`src/rtl/cmd_pkg.sv`:
```
`default_nettype none
// ---------------------------------------------------------------------------
// cmd_pkg : opcodes and acknowledge byte shared by the remote and quad ends
// Rev 1.0
// ---------------------------------------------------------------------------
package cmd_pkg;

  localparam logic [7:0] SET_PITCH = 8'h02;
  localparam logic [7:0] SET_ROLL  = 8'h03;
  localparam logic [7:0] SET_YAW   = 8'h04;
  localparam logic [7:0] SET_THRST = 8'h05;
  localparam logic [7:0] CALIBRATE = 8'h06;
  localparam logic [7:0] EMER_LAND = 8'h07;
  localparam logic [7:0] MTRS_OFF  = 8'h08;

  localparam logic [7:0] RESP_ACK  = 8'hA5;

endpackage
`default_nettype wire

```
`src/rtl/cmd_sender.sv`:
```
`default_nettype none
// ---------------------------------------------------------------------------
// cmd_sender : sends opcode + 16-bit payload as three UART bytes, then waits
//              for the acknowledge byte or a timeout.          Rev 1.0
// ---------------------------------------------------------------------------
module cmd_sender
  import cmd_pkg::*;
#(
  parameter int FAST_SIM = 1
) (
  input  logic        clk,
  input  logic        rst_n,
  input  logic        snd_cmd,
  input  logic [7:0]  cmd,
  input  logic [15:0] data,
  output logic        trmt,
  output logic [7:0]  tx_data,
  input  logic        tx_done,
  input  logic        resp_rdy,
  input  logic [7:0]  resp,
  output logic        clr_resp_rdy,
  output logic        busy,
  output logic        done,
  output logic        resp_ok,
  output logic        resp_tmo,
  output logic [7:0]  last_resp
);

  localparam int TMR_W = (FAST_SIM != 0) ? 10 : 27;

  typedef enum logic [2:0] {
    IDLE      = 3'd0,
    TX_CMD    = 3'd1,
    TX_HI     = 3'd2,
    TX_LO     = 3'd3,
    WAIT_RESP = 3'd4
  } state_t;

  state_t             state, state_nxt;
  logic [15:0]        data_q, data_nxt;
  logic [TMR_W-1:0]   timer, timer_nxt;
  logic               tx_done_q;
  logic               tx_rise;
  logic               trmt_nxt, clr_nxt, done_nxt, ok_nxt, tmo_nxt;
  logic [7:0]         tx_data_nxt, last_nxt;

  // A level-style tx_done must advance only one byte, so act on its rising sample.
  assign tx_rise = tx_done & ~tx_done_q;
  assign busy    = (state != IDLE);

  always_ff @(posedge clk or negedge rst_n) begin
    if (!rst_n) begin
      state        <= IDLE;
      data_q       <= '0;
      timer        <= '0;
      tx_done_q    <= 1'b0;
      trmt         <= 1'b0;
      tx_data      <= 8'h00;
      clr_resp_rdy <= 1'b0;
      done         <= 1'b0;
      resp_ok      <= 1'b0;
      resp_tmo     <= 1'b0;
      last_resp    <= 8'h00;
    end else begin
      state        <= state_nxt;
      data_q       <= data_nxt;
      timer        <= timer_nxt;
      tx_done_q    <= tx_done;
      trmt         <= trmt_nxt;
      tx_data      <= tx_data_nxt;
      clr_resp_rdy <= clr_nxt;
      done         <= done_nxt;
      resp_ok      <= ok_nxt;
      resp_tmo     <= tmo_nxt;
      last_resp    <= last_nxt;
    end
  end

  always_comb begin
    state_nxt   = state;
    data_nxt    = data_q;
    timer_nxt   = timer;
    trmt_nxt    = 1'b0;
    clr_nxt     = 1'b0;
    done_nxt    = 1'b0;
    tx_data_nxt = tx_data;
    ok_nxt      = resp_ok;
    tmo_nxt     = resp_tmo;
    last_nxt    = last_resp;

    case (state)
      IDLE: begin
        if (snd_cmd) begin
          data_nxt    = data;
          tx_data_nxt = cmd;
          trmt_nxt    = 1'b1;
          ok_nxt      = 1'b0;
          tmo_nxt     = 1'b0;
          state_nxt   = TX_CMD;
        end
      end
      TX_CMD: begin
        if (tx_rise) begin
          tx_data_nxt = data_q[15:8];
          trmt_nxt    = 1'b1;
          state_nxt   = TX_HI;
        end
      end
      TX_HI: begin
        if (tx_rise) begin
          tx_data_nxt = data_q[7:0];
          trmt_nxt    = 1'b1;
          state_nxt   = TX_LO;
        end
      end
      TX_LO: begin
        if (tx_rise) begin
          timer_nxt = '0;
          state_nxt = WAIT_RESP;
        end
      end
      WAIT_RESP: begin
        // Stay one extra cycle while done is high so busy covers the done pulse
        // and the not-yet-cleared resp_rdy is not consumed twice.
        if (done) begin
          state_nxt = IDLE;
        end else begin
          timer_nxt = timer + TMR_W'(1);
          if (resp_rdy) begin
            last_nxt = resp;
            ok_nxt   = (resp == RESP_ACK);
            clr_nxt  = 1'b1;
            done_nxt = 1'b1;
          end else if (&timer) begin
            tmo_nxt  = 1'b1;
            done_nxt = 1'b1;
          end
        end
      end
      default: state_nxt = IDLE;
    endcase
  end

endmodule
`default_nettype wire

```
`config.mk`:
```
export PLATFORM = sky130hd
export DESIGN_NAME = cmd_sender
export DESIGN_NICKNAME = d
export VERILOG_FILES = /design/src/rtl/cmd_pkg.sv /design/src/rtl/cmd_sender.sv
export SDC_FILE = /design/constraint.sdc
export NUM_CORES = 1
export LEC_CHECK = 0
export CAP_MARGIN = 40
export CORE_MARGIN = 2
export CORE_UTILIZATION = 25
export DETAILED_ROUTE_END_ITERATION = 8
export SYNTH_ARGS = -nofsm -noshare
export SYNTH_HDL_FRONTEND = slang
export SYNTH_SLANG_ARGS = --single-unit
```
`constraint.sdc`:
```
create_clock -name clk -period 2 [get_ports clk]
set_clock_uncertainty 0.15 [all_clocks]
set_input_delay 0.4 -clock clk [delete_from_list [all_inputs] [get_ports clk]]
set_output_delay 0.4 -clock clk [all_outputs]
set_load 0.02 [all_outputs]
```
======== After elaboration in Yosys (flattened, before gate mapping) ========
Index checks and enable logic that the tools add are counted.
storage, ports and cells
  register bits ........................... 51
  latch bits .............................. 0
  RAM bits ................................ 0
  bits in read-only memories .............. 0
  output and inout bits ................... 22
  memories kept ........................... 0
cells by class
  $add $sub $neg .......................... 1
  $mul .................................... 0
  divide/modulo/power cells ............... 0
  $lt $le $gt $ge ......................... 0
  equality and inequality tests ........... 14
  shift operators ......................... 0
  multiplexer cells ....................... 31
  bitwise operators ....................... 3
  reductions and logical operators ........ 14
operators by type and width
  operator                                                         count
  8-bit two-way mux                                                3
  8-bit case mux with 3 select lines                               1
  10-bit two-way mux                                               2
  10-bit case mux with 2 select lines                              1
  2-bit inequality test, second input constant                     9
  1-bit two-way mux                                                15
  3-bit two-way mux                                                5
  3-bit case mux with 5 select lines                               1
  10-bit by 1-bit adder with 10-bit output, second input constant  1
  10-bit AND reduction                                             1
  5-bit AND reduction                                              2
  8-bit == test, second input constant                             1
  4-bit AND reduction                                              2
  3-bit by 2-bit == test with 1-bit output, second input constant  2
  1-bit case mux with 2 select lines                               3
  3-bit AND reduction                                              2
  3-bit nonzero test                                               2
  2-bit nonzero test                                               2
  3-bit by 1-bit == test with 1-bit output, second input constant  1
  3-bit == test, second input constant                             1
  3-bit logical NOT                                                1
  1-bit NOT                                                        2
  2-bit AND reduction                                              1
  2-bit OR reduction                                               1
  1-bit AND                                                        1

======== Longest topological paths before layout ========
  depth in word-level cells ............... 5
  mapped depth ............................ 7
  gate-level depth less buffers ........... 5

======== Worst setup path after synthesis ========
OpenSTA, ideal clock, no wires.
  kind .................................... register to register
  start ................................... reg state[0]
  end ..................................... reg timer[9]
  setup time .............................. 124 ps
  data arrival time ....................... 1,650 ps
  data required time ...................... 1,726 ps
  slack ................................... 75 ps
  stages on the path, launching flop included .. 7
  buffers on the path ..................... 2
  clock period less this slack ............ 1,925 ps
  cells stage by stage .................... dfrtp_1 -> buf_6 -> or4b_4 -> buf_6 -> nor4_1 -> xnor2_1 -> nor2_1
on the way
  longest elaborated chain between the ends .. 3
  elaborated cells between the ends (all ways) .. 7
  those cells by class .................... eq/ne (4); mux (1); reduce/logical (2)
ends and longest elaborated chain
  item                                                                       line              source
  start, declared                                                            cmd_sender.sv:39  state_t state, state_nxt;
  start signal, assigned                                                     cmd_sender.sv:65  state <= state_nxt;
  3-bit by 2-bit == test with 1-bit output or 3-bit == test (tied branches)  cmd_sender.sv:91  case (state)
  2-bit inequality test (no line) or 2-bit nonzero test (tied branches)      --
  3-bit AND reduction (no line)                                              --
  end signal, assigned                                                       cmd_sender.sv:67  timer <= timer_nxt;
  end, declared                                                              cmd_sender.sv:41  logic [TMR_W-1:0] timer, timer_nxt;
Parallel ways exist; a longest one is shown, timed or not.
A chain may end at the register's enable or synchronous reset.

======== Worst setup path after layout ========
  start ................................... reg state[0]
  end ..................................... reg timer[8]
Same word-level chain as after synthesis.

==> run summary <==
Diodes inserted -> 0
final setup vio count -> 0
antenna violations before repair -> 0
initial detailed-routing violation count -> 103
Slowest-stage cell, CP -> or4b_4
Yosys warnings -> 0
critical path class -> reg -> reg
most instantiated cells after synthesis -> dfrtp_1, nor2_1, mux2_2, nand2_1, a21oi_1
total via count in the routed design -> 1,958
CP cell instances -> or4b_4 -> nor4_1 -> xnor2_1 -> nor2_1
final-report max-slew violation count -> 0
worst hold-check path type -> reg -> reg
floorplan die height -> 101.6 um
Slew @ Worst Pin -> 0.4310 ns
cells taking the most area after synthesis -> dfrtp_1, mux2_2, nor2_1, o32ai_1, nand2_1
Via density -> 4.607
post-layout instance area -> 3417 um^2
routed wire length per instance -> 14.01 um
outcome -> finished clean
Bufs on Longest Clock Path -> 2
primary flip-flop cell chosen by synthesis mapping -> dfrtp_1
number of buffers added by the clock tree synthesis step -> 5
Core Rows -> 35
post-detailed-routing wire length -> 5955 um
Max FO, Critical Path -> 7
fmax -> 515.1 MHz
async set or reset register ratio after synthesis -> 1.000
setup repair after global routing missed its margin -> yes
number of clock sinks -> 51
worst path bufs/invs -> 0
share of Yosys cell area claimed by the top area cell type -> 0.5363
startpoint types -> flip-flop
setup total negative slack -> 0 ns
library cell with the highest instance count after synthesis -> dfrtp_1
Cell variety after synth -> 35
critical path's top delay family -> simple AND/OR/NAND/NOR gates
CTS tree -> built
critical path data required time -> 2.04 ns
length of the first detailed-routing pass in iterations -> 4
Synth Cell Area -> 2380 um^2
Port Buffers -> 58
Lkg Pwr -> 0.001428 uW
number of endpoints with negative hold slack in the final report -> 0
Worst VDD drop -> 0.4174 mV
DRC violations left -> 0
number of maximum-capacitance violations -> 0
number of cells after detailed placement -> 415
data arrival time of the worst path -> 1.98 ns
GRT Overall Usage -> 0.1181
largest net degree at the start of global routing -> 35
longest individual stage delay on the worst path -> 0.61 ns
Syn Area/Cell -> 10.67 um^2
horizontal extent of the die -> 101.6 um
die area -> 10,320 um^2
cell count after synthesis -> 223
largest area contributor in the synthesized netlist -> dfrtp_1
register area share after synthesis -> 0.5363
register bit total from synthesis -> 51
H-tree depth reported by CTS -> 2
share of layout cells above drive strength 1 -> 0.2297
Pwr per Cell Area -> 1387 nW/um^2
placed wire-length estimate -> 4392 um
EDFF count, synth -> 0
number of top-level pins -> 59
Layout fillers -> 941
Period Utilization, post-route -> 0.9706
register clock-pin slew on the reported worst setup and hold paths -> 0.10 ns
Overflow after GRT -> 0
number of non-filler instances in the completed layout -> 425
net count of the mapped netlist -> 261
multi-input logic area -> 1087 um^2
Final #Nets -> 333
storage element area -> 1277 um^2
Slew HR -> 0.7126
gp weighted congestion -> 0.8018
cell area after placement -> 3203 um^2
final design utilization -> 0.3698
first-pass GRT wire length -> 9611 um
Min Clock Period, post-route -> 1.941 ns
Synth-to-Final Area Change -> 43.59%
number of global-route vias before repair -> 1,973
placeable core region -> 9240 um^2
clock insertion delay at the later pin of the skew report -> 0.31 ns
Initial Utilization -> 0.2575
root cell of the clock tree -> clkbuf_8
element type at the critical path end -> flip-flop
number of nets still failing antenna checks after routing -> 0
cells by family (layout without fill, tap and decap cells):
kind of cell	count (synthesis)	after routing	share of synthesized area
AOI/OAI and AO/OA	41	41	0.1162
xor gates and xnor gates	6	6	0.02208
adders and majority gates	1	1	0.005257
buffers and inverters	20	93	0.03996
DFF	51	51	0.5363
muxes	25	25	0.1183
and+or+nand+nor	79	79	0.1619
flip-flops by register name, summed over array words and instances, names as in the netlist:
| signal | flops |
|---|---|
| clr_resp_rdy | 1 |
| data_q | 16 |
| done | 1 |
| last_resp | 8 |
| resp_ok | 1 |
| resp_tmo | 1 |
| state | 3 |
| timer | 10 |
| trmt | 1 |
| tx_data | 8 |
| tx_done_q | 1 |
cell type report:
cell class	instances	area share
sequential	51	0.3739
multi-input combinational	152	0.3182
timing repair buffer	78	0.2186
tap	129	0.04724
clock buffer	6	0.02417
clock inverter	2	0.01025
inverter	7	0.007689
layout by cell type (no fill, tap or decap), types with 2 or more instances in the layout:
master	Yosys	final
clkdlybuf4s50_1	0	56
dfrtp_1	51	50
nor2_1	35	34
mux2_2	25	25
nand2_1	19	19
buf_4	0	15
a21oi_1	14	14
inv_1	7	7
o32ai_1	9	7
o21ai_0	6	6
clkbuf_8	0	6
xnor2_1	5	5
o41ai_1	8	5
nand3_1	4	4
nor3_1	3	3
o41ai_2	0	3
buf_2	4	3
nand4_1	2	2
nor4_2	0	2
o32ai_2	0	2
buf_12	0	2
stage by stage:
step | power (uW) | hold slack (ns) | setup slack, ns
after global routing | 5071 | 0.3801 | -0.01797
final | 4741 | 0.3598 | 0.05877
after floorplan | 3037 | -0.04559 | 0.07540
after CTS | 4683 | 0.3657 | 0.02646
after detailed placement | 3922 | 0.2171 | -0.3743
after global placement | 3860 | 0.2159 | -0.3646
layer usage:
metal  vias to the layer above  routed length (um)  GRT usage
met4                         0                 125    0.04886
met3                         8                 233    0.02001
met5                         -                   0          0
met1                       955                2675     0.1622
li1                        944                   -          -
met2                        51                2921     0.1842
report_power, final:
part / total, uW / switching, uW / internal (uW)
clock network: 741 / 336 / 405
registers: 1830 / 344 / 1490
logic: 2170 / 1060 / 1110
total: 4740 / 1740 / 3000
timing repair:
action | CTS | global route
hold buffers | 1 | 0
setup buffers | 0 | 1
endpoints found under the setup margin | 4 | 10
endpoints found under the hold margin | 17 | 0
gates resized for setup | 3 | 11
final timing paths:
path | startpoint | endpoint | slack [ns] | cells past startpoint
hold reg to reg | last_resp[3]$_DFFE_PN0P_ | last_resp[3]$_DFFE_PN0P_ | 0.36 | 1
setup / recovery | state[0]$_DFFE_PN0P_ | timer[8]$_DFFE_PN0P_ | 0.06 | 4
max in group asynchronous | rst_n | last_resp[0]$_DFFE_PN0P_ | 0.77 | 3
hold / removal | last_resp[3]$_DFFE_PN0P_ | last_resp[3]$_DFFE_PN0P_ | 0.36 | 1
setup reg to reg | state[0]$_DFFE_PN0P_ | timer[8]$_DFFE_PN0P_ | 0.06 | 4
min in group asynchronous | rst_n | data_q[2]$_DFFE_PN0P_ | 0.41 | 2
Power figures use the tool's default switching activity.
